`config.mk`:
```
export PLATFORM = sky130hd
export DESIGN_NAME = piso_out
export DESIGN_NICKNAME = d
export VERILOG_FILES = /design/src/rtl/piso_out.sv
export SDC_FILE = /design/constraint.sdc
export NUM_CORES = 1
export LEC_CHECK = 0
export BUFFER_PORTS_ARGS = -buffer_cell sky130_fd_sc_hd__buf_2
export CORE_MARGIN = 2
export CORE_UTILIZATION = 53
export CTS_CLUSTER_DIAMETER = 120
export CTS_CLUSTER_SIZE = 24
export DETAILED_ROUTE_END_ITERATION = 12
export GPL_TIMING_DRIVEN = 0
export PLACE_DENSITY = 0.71
export SLEW_MARGIN = 5
export SYNTH_ARGS = -nofsm -noshare
export SYNTH_HDL_FRONTEND = slang
export SYNTH_SLANG_ARGS = --single-unit
export TNS_END_PERCENT = 20
```
`constraint.sdc`:
```
create_clock -name clk -period 2.05 [get_ports clk]
set_input_delay 0 -clock clk [delete_from_list [all_inputs] [get_ports clk]]
set_output_delay 0 -clock clk [all_outputs]
set_load 0.02 [all_outputs]
```
`src/rtl/piso_out.sv`:
```
// piso_out -- parallel-in/serial-out transmitter.
//
// Captures a w-bit word on an accepted i_en and sends it LSB first as
// start bit (0), w data bits, [optional even-parity bit], stop bit (1).
// Each serial bit is held for DIV clock cycles.
//
// Parameters:
//   w   : data word width (1..16)
//   DIV : clock cycles per serial bit (>= 1)
//
// Ports:
//   clk    : system clock, all state changes on posedge
//   clr_n  : asynchronous active-low reset
//   i_en   : load request, ignored while o_busy is high
//   d      : parallel data, captured when i_en is accepted
//   o_ser  : serial line, idles high (registered)
//   o_busy : high while a frame is in flight (registered)
//   o_done : one-cycle pulse on the last cycle of the stop bit (registered)
//
// Build option:
//   PISO_PARITY_EN : when defined, an even-parity bit (XOR of the captured
//                    word) is sent between the data bits and the stop bit.

module piso_out #(
  parameter int w   = 4,
  parameter int DIV = 4
) (
  input  logic         clk,
  input  logic         clr_n,
  input  logic         i_en,
  input  logic [w-1:0] d,
  output logic         o_ser,
  output logic         o_busy,
  output logic         o_done
);

  localparam int DW = (DIV > 1) ? $clog2(DIV) : 1;
  localparam int BW = $clog2(w + 1);
  localparam logic [DW-1:0] DIV_LAST = DW'(DIV - 1);
  localparam logic [BW-1:0] BIT_LAST = BW'(w - 1);

`ifdef PISO_PARITY_EN
  typedef enum logic [2:0] {
    S_IDLE, S_START, S_DATA, S_PARITY, S_STOP
  } state_t;
`else
  typedef enum logic [2:0] {
    S_IDLE, S_START, S_DATA, S_STOP
  } state_t;
`endif

  state_t         state_q, state_d;
  logic [w-1:0]   shreg_q, shreg_d;
  logic [DW-1:0]  div_q, div_d;
  logic [BW-1:0]  bit_q, bit_d;
  logic           ser_q, ser_d;
  logic           busy_q, busy_d;
  logic           done_q, done_d;
  logic           div_last;
`ifdef PISO_PARITY_EN
  logic           par_q, par_d;
`endif

  assign div_last = (div_q == DIV_LAST);

  always_comb begin
    state_d = state_q;
    shreg_d = shreg_q;
    div_d   = div_q;
    bit_d   = bit_q;
`ifdef PISO_PARITY_EN
    par_d   = par_q;
`endif
    unique case (state_q)
      S_IDLE: begin
        if (i_en) begin
          shreg_d = d;
          div_d   = '0;
          bit_d   = '0;
`ifdef PISO_PARITY_EN
          par_d   = ^d;
`endif
          state_d = S_START;
        end
      end
      S_START: begin
        if (div_last) begin
          div_d   = '0;
          bit_d   = '0;
          state_d = S_DATA;
        end else begin
          div_d = div_q + 1'b1;
        end
      end
      S_DATA: begin
        if (div_last) begin
          div_d   = '0;
          shreg_d = shreg_q >> 1;
          bit_d   = bit_q + 1'b1;
          if (bit_q == BIT_LAST) begin
`ifdef PISO_PARITY_EN
            state_d = S_PARITY;
`else
            state_d = S_STOP;
`endif
          end
        end else begin
          div_d = div_q + 1'b1;
        end
      end
`ifdef PISO_PARITY_EN
      S_PARITY: begin
        if (div_last) begin
          div_d   = '0;
          state_d = S_STOP;
        end else begin
          div_d = div_q + 1'b1;
        end
      end
`endif
      S_STOP: begin
        if (div_last) begin
          div_d   = '0;
          state_d = S_IDLE;
        end else begin
          div_d = div_q + 1'b1;
        end
      end
      default: state_d = S_IDLE;
    endcase
  end

  // Outputs are decoded from the next state so the registered line level
  // changes on the same edge as the state it belongs to.
  always_comb begin
    ser_d  = 1'b1;
    busy_d = (state_d != S_IDLE);
    done_d = (state_d == S_STOP) && (div_d == DIV_LAST);
    unique case (state_d)
      S_START:  ser_d = 1'b0;
      S_DATA:   ser_d = shreg_d[0];
`ifdef PISO_PARITY_EN
      S_PARITY: ser_d = par_d;
`endif
      default:  ser_d = 1'b1;
    endcase
  end

  always_ff @(posedge clk or negedge clr_n) begin
    if (!clr_n) begin
      state_q <= S_IDLE;
      shreg_q <= '0;
      div_q   <= '0;
      bit_q   <= '0;
      ser_q   <= 1'b1;
      busy_q  <= 1'b0;
      done_q  <= 1'b0;
`ifdef PISO_PARITY_EN
      par_q   <= 1'b0;
`endif
    end else begin
      state_q <= state_d;
      shreg_q <= shreg_d;
      div_q   <= div_d;
      bit_q   <= bit_d;
      ser_q   <= ser_d;
      busy_q  <= busy_d;
      done_q  <= done_d;
`ifdef PISO_PARITY_EN
      par_q   <= par_d;
`endif
    end
  end

  assign o_ser  = ser_q;
  assign o_busy = busy_q;
  assign o_done = done_q;

endmodule

```
Word-level counts from Yosys, hierarchy flattened
Cells that the tools add are included.
Operators by class
  add/subtract/negate cells: 2
  multipliers: 0
  div/mod/pow operators: 0
  magnitude comparators: 0
  eq/ne operators: 12
  shift-type cells: 0
  mux-type cells: 17
  bitwise gates (word level): 0
  reductions and logical operators: 8
Operators by type and width (number)
  $mux W3: 8
  $eq A3 B2 Y1 const B: 5
  $pmux W3 S4: 1
  $pmux W3 S3: 1
  $mux W4: 2
  $pmux W4 S2: 1
  $eq A3 B1 Y1 const B: 2
  $ne A2 B2 Y1 const B: 3
  $reduce_bool A3 Y1: 2
  $eq A2 B2 Y1 const B: 2
  $mux W2: 2
  $pmux W2 S2: 1
  $reduce_and A4 Y1: 1
  $add A3 B1 Y3 const B: 1
  $logic_not A3 Y1: 1
  $reduce_and A3 Y1: 1
  $reduce_or A3 Y1: 1
  $add A2 B1 Y2 const B: 1
  $pmux W1 S2: 1
  $reduce_bool A2 Y1: 1
  $logic_and A1 B1 Y1: 1
Storage, ports and cells
  register bits: 15
  bits in latches: 0
  bits in writable memories: 0
  memory bits (read-only): 0
  output and inout port bits: 3
  logic and storage cells: 47
  memories: 0

Logic depth before layout (Yosys ltp)
  depth after elaboration: 6
  mapped depth: 6
  mapped depth without buffers: 6

Worst setup path before layout
OpenSTA, ideal clock, no wires.
  path type: register to register
  start point: register div_q[0]
  end point: register ser_q, in the netlist o_ser
  data arrival time: 1.546 ns
  setup slack: 0.422 ns
  cell stages (with the launch flop): 7
  cells stage by stage: dfrtp_1 -> ha_1 -> buf_2 -> and4bb_4 -> a22o_1 -> a21o_1 -> o31a_1
On the way
  elaborated cells on any way between the ends: 10
  those cells by class: eq/ne: 3; mux: 7
RTL lines
  from (decl): RTL line 54  | logic [DW-1:0] div_q, div_d;
  from (signal assigned): RTL line 164  | div_q <= div_d;
  $eq A2 B2 Y1: RTL line 64  | assign div_last = (div_q == DIV_LAST);
  $mux W4: RTL line 96  | if (div_last) begin
  $pmux W4 S2: RTL line 74  | unique case (state_q)
  net shreg_d[0]: RTL line 53  | logic [w-1:0] shreg_q, shreg_d;
  $pmux W1 S2: RTL line 139  | unique case (state_d)
  net ser_d: RTL line 56  | logic ser_q, ser_d;
  to (signal assigned): RTL line 166  | ser_q <= ser_d;
  to (decl): RTL line 56
The timed path passes the listed nets, and every way through them passes these cells. The select of a mux whose other input is x is not followed.
A chain may end at the register's enable or synchronous reset.

Final worst setup path
Ends and elaborated chain as after synthesis.

==> flow_metrics.py <==
metrics = {
    "place": {
        "place_area_um2": 812,
        "place_congestion": 0.771,
        "io_buffers": 9,
        "dpl.hpwl_um": 962,
    },
    "detailed_routing": {
        "vias": 578,
        "postRouteWirelength_um": 1340,
        "drtPass1Iterations": 5,
        "ant_nets": 0,
        "vias_per_cell": 5.67,
        "first_iter_violations": 7,
        "route.detailed.drc": 0,
        "post_drt_wl_per_cell_um": 13.2,
    },
    "yosys": {
        "synth_compound_gate_area_share_pct": 17.9,
        "synth_xor_area_share_pct": 1.17,
        "synth-edff-count": 0,
        "muxShareOfSynthArea_pct": 3.01,
        "syn_area_um2": 748,
        "ys_types": 33,
        "synthCells": 70,
        "synth_seq_cells": 15,
        "ys_async_sr_fraction_pct": 100,
        "syn_avg_cell_area_um2": 10.7,
        "synth_fp_nets": 80,
        "synth-simple-area-share_pct": 16.2,
        "synthAdderAreaFrac_pct": 5.02,
        "synth-seq-area-share_pct": 50.3,
        "synthFlopType": "dfrtp_1",
        "synth_top_family_by_area": "compound AO/OA/AOI/OAI gates",
        "ys_warn_count": 0,
    },
    "power_and_ir_drop": {
        "p_per_area_mw_per_mm2": 713,
        "leakage_nw": 0.439,
        "vdd_ir_drop_max_v": 0.000452,
    },
    "clock_network": {
        "cts_sinks": 15,
        "cts_root_buffer": "clkbuf_4",
        "htree_levels": 1,
        "cts_buffers": 3,
        "cts_buffer_depth": 2,
        "cts_tree": "built",
        "post_cts_resize_count": 0,
        "clkTransAtPathRegs_ns": 0.08,
        "clk_latency_ns": 0.28,
        "cts_hold_buf": 4,
        "cts_setup_buffers": 0,
    },
    "global_route": {
        "first_global_vias": 545,
        "grt_use_total_pct": 17.6,
        "grt_max_degree": 16,
        "grt_pass1_wl_um": 2240,
        "antenna_found_initial": 0,
        "grt-ovfl-total": 0,
    },
    "job": {
        "maxCapViolations": 0,
    },
    "floorplanning": {
        "io_pins": 10,
        "fp.dieW_um": 41.6,
        "coreArea_mm2": 0.00132,
        "rows": 13,
        "die_height_um": 41.6,
        "die_area_mm2": 0.00173,
        "initial_utilization_pct": 56.8,
    },
    "sta": {
        "finClkSkew_ns": 0.00391,
        "tns_ns": 0,
        "slew_violations": 0,
        "timing.fmax_mhz": 577,
        "period_share_pct": 84.6,
        "min_period_ns": 1.73,
        "rsz0062_at_grt": "false",
        "hold_viol": 0,
        "setup_violations": 0,
    },
    "final_layout": {
        "fill_cells": 103,
        "synthToLayoutAreaGrowth_pct": 17.4,
        "layout_commonest_cell": "dfrtp_1",
        "nets": 98,
        "layout-drive-gt1-share_pct": 24.1,
        "finalInstanceArea_um2": 878,
        "layout_common_cells": "dfrtp_1, buf_2, nand2_1",
        "diodes": 0,
    },
    "worst_setup_path": {
        "startpoint_type": "register",
        "crit_fanout": 8,
        "cp.arrival_ns": 1.94,
        "crit_required_ns": 2.26,
        "end_kind": "register",
        "crit_type": "reg -> reg",
    },
    "run_status": {
        "status": "finished clean",
    },
    "hold_path": {
        "worst_hold_path_type": "in -> reg",
    },
}
==> power breakdown <==
part | switching [W] | internal [W]
combinational | 0.0000661 | 0.0000531
sequential | 0.0000187 | 0.000331
clock | 0.0000820 | 0.0000755
total | 0.000167 | 0.000459
==> flip-flops by register name, indices dropped and copies added, names as in the netlist <==
signal and count:
bit_q 3, div_q 2, o_busy 1, o_done 1
o_ser 1, shreg_q 4, state_q 3
==> Yosys cell counts, types with 2 or more instances <==
master,instances,area (um^2)
a22o_1,4,35.0
buf_2,2,10.0
a21oi_1,4,20.0
nor2_1,5,18.8
o21ai_0,2,10.0
dfrtp_1,14,350
inv_1,4,15.0
ha_1,3,37.5
nand2_1,7,26.3
a22oi_1,2,15.0
==> through the flow <==
step	setup WS [ns]	std cells	hold WS (ns)	util, %	power (W)
global route	0.262	102	0.0344	66.7	0.000669
floorplan	0.422	70	-0.296	-	0.000434
detailed placement	0.322	94	-0.0841	61.6	0.000469
finish	0.316	102	0.0365	66.7	0.000626
CTS	0.311	102	0.0302	66.7	0.000637
global placement	0.355	94	-0.0858	61.6	0.000463
==> logic make-up after synthesis <==
group | after synthesis
multiplexers | 2
buffers and inverters | 9
flip-flops | 15
other | 1
AO/OA/AOI/OAI | 19
AND/OR/NAND/NOR | 20
XOR/XNOR | 1
adder cells (fa/ha/maj) | 3
==> final cells by class <==
type                            instances  area (um^2)  area share [%]
Inverter                                5         18.8            2.14
Multi-Input combinational cell         46          328            37.3
Timing Repair Buffer                   13         85.1            9.69
Tap cell                               15         18.8            2.14
Clock buffer                            4         26.3            2.99
Sequential cell                        15          377            42.9
Buffer                                  4         25.0            2.85
==> layer usage <==
layer | GRT usage (%) | vias up | wire (um)
met2 | 28.4 | 21 | 663
met5 | 0 | - | 0
met1 | 19.9 | 277 | 602
met4 | 7.74 | 0 | 11
met3 | 7.83 | 2 | 64
li1 | - | 278 | -
==> worst paths after layout <==
path	from	to	slack [ns]	cells after the start
max in group asynchronous	clr_n	o_ser	1.61	2
max reg2reg	div_q[0]	o_ser	0.32	6
max	div_q[0]	o_ser	0.32	6
min	i_en	o_ser	0.04	3
min in group asynchronous	clr_n	state_q[0]	0.14	2
min reg2reg	shreg_q[1]	shreg_q[1]	0.48	2
==> critical path: stages, from the launching register on <==
cell      delay, ns
dfrtp_1        0.40
ha_1           0.20
buf_2          0.16
and4bb_4       0.24
a22o_1         0.23
a21o_1         0.16
o31a_1         0.28
Power figures use the tool's default switching activity.
